File: src/rtl/hsi_hue_warp.sv
// hsi_hue_warp: pipelined hue warp for the HSI style path.
// Pulls hues toward an anchor hue (dir=0) or pushes them toward the opposite
// hue anchor+HALF (dir=1). Warp strength ramps in and out one step per frame.
// S and I pass through and stay time-aligned with H. Latency is 2 cycles.
//
// Ports:
//   clk, rst              clock, asynchronous active-low reset
//   iValid, iSof          pixel strobe, first pixel of frame (qualified by iValid)
//   iH, iS, iI            input hue / saturation / intensity
//   cfg_en, cfg_dir       warp enable, direction (sampled on SOF beats only)
//   cfg_anchor, cfg_shift anchor hue, target strength shift (1 = strongest)
//   oValid, oSof          delayed strobes
//   oH, oS, oI            warped hue, delayed saturation / intensity
module hsi_hue_warp #(
   parameter int unsigned HW      = 9,
   parameter int unsigned SW      = 8,
   parameter int unsigned IW      = 8,
   parameter int unsigned HUE_MAX = 360
) (
   input  logic          clk,
   input  logic          rst,
   input  logic          iValid,
   input  logic          iSof,
   input  logic [HW-1:0] iH,
   input  logic [SW-1:0] iS,
   input  logic [IW-1:0] iI,
   input  logic          cfg_en,
   input  logic          cfg_dir,
   input  logic [HW-1:0] cfg_anchor,
   input  logic [2:0]    cfg_shift,
   output logic          oValid,
   output logic          oSof,
   output logic [HW-1:0] oH,
   output logic [SW-1:0] oS,
   output logic [IW-1:0] oI
);

   // One extra bit of headroom for hue arithmetic.
   localparam int unsigned DW = HW + 1;
   localparam logic [DW-1:0] HM   = DW'(HUE_MAX);
   localparam logic [DW-1:0] HALF = DW'(HUE_MAX / 2);
   localparam logic [2:0] S_BYPASS = 3'd7;
   localparam logic [2:0] S_WEAK   = 3'd6;

   typedef enum logic [1:0] {
      ST_OFF,
      ST_IN,
      ST_ACTIVE,
      ST_OUT
   } state_e;

   // ------------------------------------------------------------------
   // Strength FSM registers
   // ------------------------------------------------------------------
   state_e        state_q, state_d;
   logic [2:0]    s_q, s_d;
   logic [2:0]    t_q, t_d;
   logic [HW-1:0] a_q, a_d;
   logic          dir_q, dir_d;

   logic          sof_beat_c;
   logic [HW-1:0] anchor_c;
   logic [2:0]    shift_c;
   logic          cfg_diff_c;
   logic [2:0]    s_step_c;

   assign sof_beat_c = iValid & iSof;

   // Out-of-range anchors fold to hue 0.
   assign anchor_c = (DW'(cfg_anchor) >= HM) ? '0 : cfg_anchor;

   // Shift is clamped to 1..6; 7 is reserved internally for bypass.
   always_comb begin
      shift_c = cfg_shift;
      if (cfg_shift == 3'd0) begin
         shift_c = 3'd1;
      end else if (cfg_shift == 3'd7) begin
         shift_c = S_WEAK;
      end
   end

   // A new anchor or direction needs a full fade-out before it is relatched.
   assign cfg_diff_c = (anchor_c != a_q) || (cfg_dir != dir_q);

   // One strength step toward the requested target.
   always_comb begin
      s_step_c = s_q;
      if (s_q > shift_c) begin
         s_step_c = s_q - 3'd1;
      end else if (s_q < shift_c) begin
         s_step_c = s_q + 3'd1;
      end
   end

   // Next-state logic; only SOF beats advance the FSM.
   always_comb begin
      state_d = state_q;
      s_d     = s_q;
      t_d     = t_q;
      a_d     = a_q;
      dir_d   = dir_q;
      if (sof_beat_c) begin
         case (state_q)
            ST_OFF: begin
               if (cfg_en) begin
                  a_d     = anchor_c;
                  dir_d   = cfg_dir;
                  t_d     = shift_c;
                  s_d     = S_WEAK;
                  state_d = (shift_c == S_WEAK) ? ST_ACTIVE : ST_IN;
               end
            end
            // IN and ACTIVE react identically: in ACTIVE with an unchanged
            // target the step is a no-op and the state stays ACTIVE.
            ST_IN, ST_ACTIVE: begin
               if (!cfg_en || cfg_diff_c) begin
                  s_d     = s_q + 3'd1;
                  state_d = (s_q == S_WEAK) ? ST_OFF : ST_OUT;
               end else begin
                  t_d     = shift_c;
                  s_d     = s_step_c;
                  state_d = (s_step_c == shift_c) ? ST_ACTIVE : ST_IN;
               end
            end
            ST_OUT: begin
               s_d     = s_q + 3'd1;
               state_d = (s_q == S_WEAK) ? ST_OFF : ST_OUT;
            end
            default: begin
               state_d = ST_OFF;
               s_d     = S_BYPASS;
            end
         endcase
      end
   end

   // FSM state register.
   always_ff @(posedge clk or negedge rst) begin
      if (!rst) begin
         state_q <= ST_OFF;
         s_q     <= S_BYPASS;
         t_q     <= '0;
         a_q     <= '0;
         dir_q   <= 1'b0;
      end else begin
         state_q <= state_d;
         s_q     <= s_d;
         t_q     <= t_d;
         a_q     <= a_d;
         dir_q   <= dir_d;
      end
   end

   // ------------------------------------------------------------------
   // Stage 1: hue distance from anchor, using post-update FSM values so
   // the SOF pixel already sees the new strength.
   // ------------------------------------------------------------------
   logic [DW-1:0] h_ext_c, a_ext_c, d_c;
   logic          byp_c;

   assign h_ext_c = DW'(iH);
   assign a_ext_c = DW'(a_d);
   assign d_c     = (h_ext_c >= a_ext_c) ? (h_ext_c - a_ext_c)
                                         : (h_ext_c + HM - a_ext_c);
   assign byp_c   = (s_d == S_BYPASS) || (h_ext_c >= HM);

   logic          v1_q, sof1_q, byp1_q, dir1_q;
   logic [DW-1:0] d1_q;
   logic [2:0]    s1_q;
   logic [HW-1:0] a1_q;
   logic [SW-1:0] sat1_q;
   logic [IW-1:0] int1_q;

   // Bypassed pixels carry the raw hue in the distance register.
   always_ff @(posedge clk or negedge rst) begin
      if (!rst) begin
         v1_q   <= 1'b0;
         sof1_q <= 1'b0;
         byp1_q <= 1'b0;
         dir1_q <= 1'b0;
         d1_q   <= '0;
         s1_q   <= '0;
         a1_q   <= '0;
         sat1_q <= '0;
         int1_q <= '0;
      end else begin
         v1_q   <= iValid;
         sof1_q <= sof_beat_c;
         if (iValid) begin
            byp1_q <= byp_c;
            dir1_q <= dir_d;
            d1_q   <= byp_c ? h_ext_c : d_c;
            s1_q   <= s_d;
            a1_q   <= a_d;
            sat1_q <= iS;
            int1_q <= iI;
         end
      end
   end

   // ------------------------------------------------------------------
   // Stage 2: warp the distance and rotate back onto the wheel.
   // ------------------------------------------------------------------
   logic [DW-1:0] dp_c, sum_c, wrap_c;
   logic [HW-1:0] oh_c;

   always_comb begin
      dp_c = d1_q;
      if (!dir1_q) begin
         if (d1_q <= HALF) begin
            dp_c = d1_q - (d1_q >> s1_q);
         end else begin
            dp_c = d1_q + ((HM - d1_q) >> s1_q);
         end
      end else begin
         if (d1_q <= HALF) begin
            dp_c = d1_q + ((HALF - d1_q) >> s1_q);
         end else begin
            dp_c = d1_q - ((d1_q - HALF) >> s1_q);
         end
      end
      sum_c  = dp_c + DW'(a1_q);
      wrap_c = (sum_c >= HM) ? (sum_c - HM) : sum_c;
      oh_c   = byp1_q ? HW'(d1_q) : HW'(wrap_c);
   end

   logic          ov_q, osof_q;
   logic [HW-1:0] oh_q;
   logic [SW-1:0] os_q;
   logic [IW-1:0] oi_q;

   // Output registers; data holds its last value across gaps.
   always_ff @(posedge clk or negedge rst) begin
      if (!rst) begin
         ov_q   <= 1'b0;
         osof_q <= 1'b0;
         oh_q   <= '0;
         os_q   <= '0;
         oi_q   <= '0;
      end else begin
         ov_q   <= v1_q;
         osof_q <= v1_q & sof1_q;
         if (v1_q) begin
            oh_q <= oh_c;
            os_q <= sat1_q;
            oi_q <= int1_q;
         end
      end
   end

   assign oValid = ov_q;
   assign oSof   = osof_q;
   assign oH     = oh_q;
   assign oS     = os_q;
   assign oI     = oi_q;

endmodule

File: config.mk
export PLATFORM = sky130hd
export DESIGN_NAME = hsi_hue_warp
export DESIGN_NICKNAME = d
export VERILOG_FILES = /design/src/rtl/hsi_hue_warp.sv
export SDC_FILE = /design/constraint.sdc
export NUM_CORES = 1
export LEC_CHECK = 0
export ABC_AREA = 1
export BUFFER_PORTS_ARGS = -buffer_cell sky130_fd_sc_hd__buf_4
export CAP_MARGIN = 20
export CORE_UTILIZATION = 51
export DETAILED_ROUTE_END_ITERATION = 12
export PLACE_DENSITY_LB_ADDON = 0.12
export SLEW_MARGIN = 10
export SYNTH_ARGS = -nofsm -noshare
export SYNTH_HDL_FRONTEND = slang
export SYNTH_SLANG_ARGS = --single-unit
File: constraint.sdc
create_clock -name clk -period 16.05 [get_ports clk]
set_input_delay 3.21 -clock clk [delete_from_list [all_inputs] [get_ports clk]]
set_output_delay 3.21 -clock clk [all_outputs]
set_load 0.01 [all_outputs]
---- Word level (Yosys, flattened, before mapping) ----
Cells that the tools add are included.
word-level totals
  logic and storage cells ................. 92
  bits of input ports ..................... 43
  bits in registers ....................... 84
operators by class
  reduce and logical (&&, ||, !) cells .... 8
  multiplexer cells ....................... 28
  bitwise logic cells ..................... 2
  equal/unequal tests ..................... 11
  add/subtract/negate cells ............... 14
  $lt $le $gt $ge ......................... 7
  shift-type cells ........................ 4
operators with widths
  cell                     count
  $mux W9                  6
  $mux W10                 5
  $shr A10 B3 Y10          4
  $mux W3                  7
  $add A10 B10 Y10         2
  $sub A10 B10 Y10         2
  $ge A9 B9 Y1 const B     2
  $eq A3 B3 Y1 const B     4
  $add A10 B9 Y10          1
  $add A9 B9 Y10 const B   1
  $ge A10 B9 Y1 const B    1
  $le A10 B8 Y1 const B    1
  $mux W2                  5
  $sub A10 B8 Y10 const B  1
  $sub A10 B9 Y10          1
  $sub A8 B10 Y10 const A  1
  $sub A9 B10 Y10 const A  1
  $sub A9 B9 Y10           1
  $ge A9 B9 Y1             1
  $ne A9 B9 Y1             1
  $pmux W3 S3              1
  $sub A9 B9 Y9 const B    1
  $pmux W2 S3              1
  $eq A2 B2 Y1 const B     2
  other kinds (16)         21

---- Longest topological paths before layout ----
Gate-level depths: netlist of run 1.
  depth in word-level cells ............... 12
  gate-level depth with buffers ........... 41

---- Worst setup path after synthesis of run 1 ----
No wires, ideal clock.
  path type ............................... input-to-reg
  start point ............................. input iValid
  end point ............................... register d1_q[9]
  stages .................................. 23
  path slack .............................. 9,780 ps
  required time ........................... 15,923 ps
  data arrival time ....................... 6,143 ps
  library setup time ...................... 127 ps
  cells stage by stage .................... nand2_1 inv_1 nand3_1 inv_1 clkbuf_1 nand2_1 o21ai_0 ha_1 ha_1 fa_1 inv_1 nor2_1 nor2_1 o21bai_1 a21oi_1 o21ai_0 and2_1 nor2_1 o21bai_1 o21ai_0 a21oi_1 a31oi_1 o31ai_1
between the ends
  cells in the longest elaborated chain, start to end .. 5
ends and longest elaborated chain
  what                                                   RTL line  RTL
  start, declared                                        22        input logic iValid,
  $and A1 B1 Y1 (*)                                      67        assign sof_beat_c = iValid & iSof;
  via sof_beat_c                                         61        logic sof_beat_c;
  $mux W9 / $mux W3 (equally long branches)              102       if (sof_beat_c) begin
  $sub A10 B9 Y10, or another cell as far along          164       : (h_ext_c + HM - a_ext_c);
  $mux W10 / $logic_or A1 B1 Y1 (equally long branches)  163, 165
  $mux W10 (*)                                           192       d1_q <= byp_c ? h_ext_c : d_c;
  end signal, assigned                                   192
  end, declared                                          168       logic [DW-1:0] d1_q;
Mark *: on every way through the listed nets, which the timed path passes. The rest lies on a longest branch.
A chain may end at the register's enable or synchronous reset.

---- Worst setup path after layout of run 1 ----
  start point ............................. input iValid
  end point ............................... register d1_q[2]
between the ends
  cells in the longest elaborated chain, start to end .. 5
ends and longest elaborated chain
  what            RTL line  RTL
  $and A1 B1 Y1   67
  via sof_beat_c  61
  $mux W9         102
  via a_d[3]      58        logic [HW-1:0] a_q, a_d;
  $ge A9 B9 Y1    163       assign d_c = (h_ext_c >= a_ext_c) ? (h_ext_c - a_ext_c)
  $mux W10        163
  $mux W10        192
The timed path passes the listed nets, and every way through them passes these cells.

==> results of run 1 <==
==> stage by stage <==
stage | std cells | area [um2] | worst slack [ns]
after detailed placement | 1476 | 8860 | 8.76
after global routing | 1492 | 9200 | 8.53
after floorplan | 1232 | 8270 | 9.78
final | 1492 | 9200 | 9.06
after CTS | 1492 | 9200 | 9.11
after global placement | 1476 | 8860 | 8.90
==> metal layers <==
| metal | vias up | wire length [um] | GRT usage, % |
|---|---|---|---|
| li1 | 4114 | - | - |
| met1 | 3511 | 10500 | 39.2 |
| met2 | 205 | 9430 | 41.5 |
| met3 | 25 | 1070 | 3.43 |
| met4 | 0 | 379 | 7.06 |
| met5 | - | 0 | 0 |
==> final cells by class <==
class	instances	area, um2
fill	1527	6630
multi-input combinational	954	5370
sequential	84	2110
timing repair buffer	75	563
inverter	147	554
tap	216	270
clock buffer	10	239
clock inverter	6	97.6
==> layout by cell type (no fill, tap or decap), types with 5 or more instances in the layout <==
master,instances
nand2_1,338
inv_1,133
o21ai_0,128
nand3_1,94
dfrtp_1,81
nor2_1,77
buf_4,75
ha_1,56
a21oi_1,52
xor2_1,39
nand2_2,18
xnor2_1,17
nand3_2,17
nand4_1,15
o211ai_1,12
nor2_2,9
clkbuf_16,9
inv_2,8
fa_1,8
a31oi_1,6
nor3_1,6
o21ai_1,6
o21bai_1,6
mux2i_1,6
or2_2,5
clkinv_1,5
a21oi_2,5
==> worst max-delay path: cells and delay by family <==
family                   cells  cell delay, ns
adder cells (fa/ha/maj)      1            0.35
AND/OR/NAND/NOR              9            1.04
AO/OA/AOI/OAI                6            1.40
buffers and inverters        5            1.21
==> cell families (layout without fill, tap and decap cells) <==
family | after synthesis | after routing | synth area share, %
simple gates | 588 | 588 | 31.6
fa+ha+maj | 64 | 64 | 10.4
flops | 84 | 84 | 25.5
xor+xnor | 56 | 56 | 5.93
buf+inv | 194 | 238 | 9.58
mux | 6 | 6 | 0.727
compound gates | 240 | 240 | 16.3
==> state kept, by name, summed over array words and instances, names as in the netlist, 2 cells and up <==
name	cells
oI	8
a_q	9
sat1_q	8
s1_q	3
int1_q	8
state_q	2
oS	8
s_q	3
d1_q	10
a1_q	9
oH	9
==> path summary, 6_finish.rpt <==
path / endpoint / slack, ns
max: d1_q[2] / 9.06
min: oSof / 0.42
max reg2reg: oH[7] / 9.55
min reg2reg: oSof / 0.42
max in group asynchronous: d1_q[7] / 12.24
min in group asynchronous: oS[0] / 2.77
==> results.md, run 1 <==
- Outcome: finished clean
- Vias in the first global route: 7,067
- Relative slew slack: 34.9%
- # resized after CTS: 0
- Clk sinks: 84
- DRT iter0 DRCs: 591
- H-tree levels: 3
- Die area: 16,700 um2
- Crit path kind: primary input to flop
- Synthesis-to-finish area growth: 11.3%
- I/O pin count: 70
- Syn Std Cell Area: 8270 um2
- # Post-CTS Setup Buffers: 0
- R2r worst-path depth: 36
- First-pass GRT wire length: 34,900 um
- Total number of vias: 7,855
- DRC violations left: 0
- Critical Path Max Stage Delay: 0.56 ns
- Pins Over Slew Limit: 0
- Final Wtd Congestion: 0.934
- CTS Buffer Depth: 2
- Post-synth EDFFs: 0
- Most used cell, CP: o21ai_0
- Initial Util: 52.2%
- Cts hold-fix bufs: 0
- GRT overflow: 0
- Critical Path RT: 16.26 ns
- Setup violations, final: 0
- Critical-path top delay cell: a21oi_1
- Post-synth top area share: 24.5%
- RSZ-0062 raised after global routing: no
- Sequential cell area fraction in the yosys report: 25.5%
- CTS Root Cell: clkbuf_16
- Die X: 129 um
- Ys flop type: dfrtp_1
- Antenna Nets Post-Route: 0
- Crit path max fanout: 49
- Worst Tran Pin Value: 0.975 ns
- Hold_sp: sof1_q
- Top cells by count, synth: nand2_1 (338), inv_1 (133), o21ai_0 (128), nand3_1 (94), dfrtp_1 (81)
- Routed WL: 21,300 um
- Synth warn: 0
- Core Util, Final: 58.1%
- Worst hold path stage count: 2
- Post-DR vias/cell: 5.26
- Largest net degree at the start of global routing: 57
- Tcrit/Tclk final: 43.6%
- Final-report hold violation count: 0
- Final clock skew: 0.00957 ns
- Clk_lat worst skew: 0.35 ns
- TNS Setup: 0 ns
- Pre-antenna DRT Iters: 5
- Synthesized flop and latch total: 84
- Maximum Capacitance Violations: 0
- Cells after Synth: 1,232
- Initial antenna violation count: 0
- Antenna Cells: 0
- Hold Crit Class: flop to flop
- Nets@finish: 1,378
- Final min period: 6.99 ns
- DPL Wire Length: 16,500 um
- Row cnt: 46
- Area leader, netlist: dfrtp_1
- WP data arrival: 7.20 ns
- Port Buffer Count: 69
- Core Footprint: 15,800 um2
- Synth cell types: 51
- Min Hold Slack: 0.424 ns
- Worst Setup SP: iValid
- Ranking of synthesized cells by area: dfrtp_1 (25%), nand2_1 (15%), ha_1 (8.5%)
- Die Span Y: 129 um
- R2r startpoint: d1_q[3]
- Layout cell share with drive strength beyond 1: 12.9%
- Clk slew on worst S/H paths: 0.07 ns
- Total Routing Usage GR: 26.8%
- Synth Area per Inst: 6.71 um2
- Syn nets: 1,339
- Asr flop ratio synth: 100%
- Max Fclk: 143 MHz
- Crit-path cells: buf_4 -> nand2_1 -> inv_1 -> nand3_1 -> inv_1 -> o21ai_0 -> o21ai_0 -> inv_1 -> ha_1 -> nand2_1 -> nor2_1 -> nor2_1 -> nor2_1 -> nor2_1 -> o21ai_0 -> a21oi_1 -> inv_1 -> o21ai_0 -> nand2_1 -> nand3_1 -> o21ai_0
- DR WL/cell: 14.3 um
- Worst setup EP type: flop
- Setup crit start kind: primary input
- CTS tree: built
- Most numerous cell in the Yosys netlist: nand2_1
- CTS Buf Count: 9
Power of run 1 is not shown: default switching activity piles up to over one toggle a cycle in this logic, so the estimate is an artifact.
==> run 2, diff against run 1 <==
ABC_AREA = 0   (was 1)
clock period = 6.65 ns   (was 16.05 ns; I/O delays follow)
==> run 2 against run 1 <==
- the run now ends with negative setup slack left
- first-iteration DRC count rose by 23%
- clock-buffer cell count fell by 1
- global-route usage rose by 3.1 points
- critical endpoint is now oH[7]
==> results.md, run 2 <==
- Critical Path Max Stage Delay: 0.52 ns (was 0.56 ns)
- H-tree levels: 3 (unchanged)
- Pins Over Slew Limit: 0 (unchanged)
- RSZ-0062 raised after global routing: yes (was no)
- Cts hold-fix bufs: 0 (unchanged)
- Syn nets: 1,159 (was 1,339)
- Top cells by count, synth: a21oi_1 (89), dfrtp_1 (81), nand2_1 (80), nor2_1 (70), o21ai_0 (69) (was nand2_1 (338), inv_1 (133), o21ai_0 (128), nand3_1 (94), dfrtp_1 (81))
- R2r startpoint: d1_q[3] (unchanged)
- Sequential cell area fraction in the yosys report: 24.2% (was 25.5%)
- Commonest cells after routing, fill and taps aside: buf_4 (193), a21oi_1 (81), nand2_1 (77) (was nand2_1 (338), inv_1 (133), o21ai_0 (128))
- Post-DR vias/cell: 6.01 (was 5.26)
- Layout cell share with drive strength beyond 1: 30.8% (was 12.9%)
- Core Footprint: 16,600 um2 (was 15,800 um2)
- Final Cell Area: 11,100 um2 (was 9200 um2)
- Antenna Nets Post-Route: 0 (unchanged)
- First-pass GRT wire length: 41,900 um (was 34,900 um)
- Row cnt: 47 (was 46)
- Worst Tran Pin Value: 0.910 ns (was 0.975 ns)
- Synth Area per Inst: 8.28 um2 (was 6.71 um2)
- Post-synth EDFFs: 0 (unchanged)
- CTS Root Cell: clkbuf_16 (unchanged)
- Hold Crit Class: flop to flop (unchanged)
- Clk slew on worst S/H paths: 0.07 ns (about the same)
- Max Fclk: 150 MHz
- Largest net degree at the start of global routing: 72 (was 57)
- CTS tree: built (unchanged)
- Antenna Cells: 0 (unchanged)
- Outcome: finished with violations (was finished clean)
- Dpl cell area: 10,100 um2 (was 8860 um2)
- Most numerous cell in the Yosys netlist: a21oi_1 (was nand2_1)
- Synthesized flop and latch total: 84 (unchanged)
- Crit path kind: flop to flop (was primary input to flop)
- Most used cell, CP: o21ai_1 (was o21ai_0)
- Initial Util: 52.3% (was 52.2%)
- Initial antenna violation count: 0 (unchanged)
- DR WL/cell: 18.4 um (was 14.3 um)
- Synthesis-to-finish area growth: 27.3% (was 11.3%)
- Synth cell types: 94 (was 51)
- Cells after Synth: 1,052 (was 1,232)
- Clk sinks: 84 (unchanged)
- Critical Path RT: 6.93 ns (was 16.26 ns)
- Relative slew slack: 39.3% (was 34.9%)
- Die Span Y: 133 um (was 129 um)
- Maximum Capacitance Violations: 0 (unchanged)
- Most common cell after layout, fill and taps aside: buf_4 (was nand2_1)
- Crit path max fanout: 7 (was 49)
- Synth warn: 0 (unchanged)
- CTS Buf Count: 9 (unchanged)
- Setup crit start kind: flop (was primary input)
- DRT iter0 DRCs: 726 (was 591)
- Die area: 17,600 um2 (was 16,700 um2)
- Core Util, Final: 66.6% (was 58.1%)
- Asr flop ratio synth: 100% (unchanged)
- Worst Setup SP: d1_q[3] (was iValid)
- Total Routing Usage GR: 29.9% (was 26.8%)
- Critical-path top delay cell: or4_4 (was a21oi_1)
- GRT overflow: 0 (unchanged)
- Pre-antenna DRT Iters: 5 (unchanged)
- DRC violations left: 0 (unchanged)
- Worst setup EP type: flop (unchanged)
- Vias in the first global route: 8,087 (was 7,067)
- CTS Buffer Depth: 2 (unchanged)
- Hold_sp: sof1_q (unchanged)
- Tcrit/Tclk final: 100%
- Failing checks: negative setup slack
- TNS Setup: -0.00658 ns (was 0 ns)
- Largest register FFs: 10 (unchanged)
- Nets@finish: 1,311 (was 1,378)
- Routed WL: 26,300 um (was 21,300 um)
- Final Wtd Congestion: 0.957 (was 0.934)
- Area leader, netlist: dfrtp_1 (unchanged)
- Final WS setup: -0.00658 ns (was 9.06 ns)
- Min Hold Slack: 0.471 ns (was 0.424 ns)
- Ys flop type: dfrtp_1 (unchanged)
- Total number of vias: 8,592 (was 7,855)
- DPL Wire Length: 19,600 um (was 16,500 um)
- Setup violations, final: 1 (was 0)
- Port Buffer Count: 69 (unchanged)
- Final-report hold violation count: 0 (unchanged)
- WP data arrival: 6.94 ns (was 7.20 ns)
- Final min period: 6.66 ns
- Ranking of synthesized cells by area: dfrtp_1 (23%), ha_1 (8.0%), mux2_2 (5.2%) (was dfrtp_1 (25%), nand2_1 (15%), ha_1 (8.5%))
- I/O pin count: 70 (unchanged)
- Most flop-heavy register: d1_q (unchanged)
- Die X: 133 um (was 129 um)
- Final clock skew: 0.00797 ns (was 0.00957 ns)
- Clk_lat worst skew: 0.34 ns (was 0.35 ns)
- Post-synth top area share: 23.3% (was 24.5%)
- Syn Std Cell Area: 8710 um2 (was 8270 um2)
[run 2: worst paths after layout]
path	endpoint	slack (ns)	cells after the start
max in group asynchronous	d1_q[6]	4.62	2
setup / recovery	oH[7]	-0.007	29
setup reg to reg	oH[7]	-0.007	29
min in group asynchronous	oS[5]	0.82	1
hold / removal	oSof	0.47	1
hold reg to reg	oSof	0.47	1
[run 2: cells by family (layout without fill, tap and decap cells)]
family / after synthesis / in the layout / synth area share [%]
AO/OA/AOI/OAI: 324 / 324 / 25.2
adder cells (fa/ha/maj): 65 / 65 / 10.0
buffers and inverters: 127 / 284 / 6.16
multiplexers: 74 / 74 / 9.67
AND/OR/NAND/NOR: 321 / 321 / 18.9
flip-flops: 84 / 84 / 24.2
XOR/XNOR: 57 / 57 / 5.89
[run 2: layout make-up]
type,count,area (um2)
Multi-Input combinational cell,841,6520
Fill cell,1416,5560
Sequential cell,84,2110
Timing Repair Buffer,203,1600
Tap cell,220,275
Inverter,65,250
Clock buffer,9,225
Clock inverter,7,106
[run 2: critical path, delay by kind of cell, from the launching register on]
family	cells	cell delay (ns)
muxes	1	0.32
and+or+nand+nor	8	2.14
DFF	1	0.48
buffers and inverters	1	0.04
AOI/OAI and AO/OA	12	2.20
xor gates and xnor gates	3	0.56
adders and majority gates	4	0.85
[run 2: routing by layer]
layer  GRT usage, %  share of wire (%)  wire (um)
met1           41.1                 45      11700
met5              0                  0          0
met3           2.68                5.1       1340
met4           11.0                3.5        908
met2           48.9                 47      12300
[run 2: per-stage QoR]
stage          instances  worst slack [ns]
2_1_floorplan       1052            0.0164
3_3_place_gp        1395           -0.0819
3_5_place_dp        1395            -0.144
4_1_cts             1417           0.00630
5_1_grt             1429            -0.270
6_report            1429          -0.00658
[run 2: what timing repair did]
| item | CTS | global route |
|---|---|---|
| resized for setup | 12 | 90 |
| buffers inserted | 6 | 12 |
| pin swaps | 9 | 49 |
| endpoints found under the setup margin | 6 | 6 |
Power of run 2 is left out for the same reason.
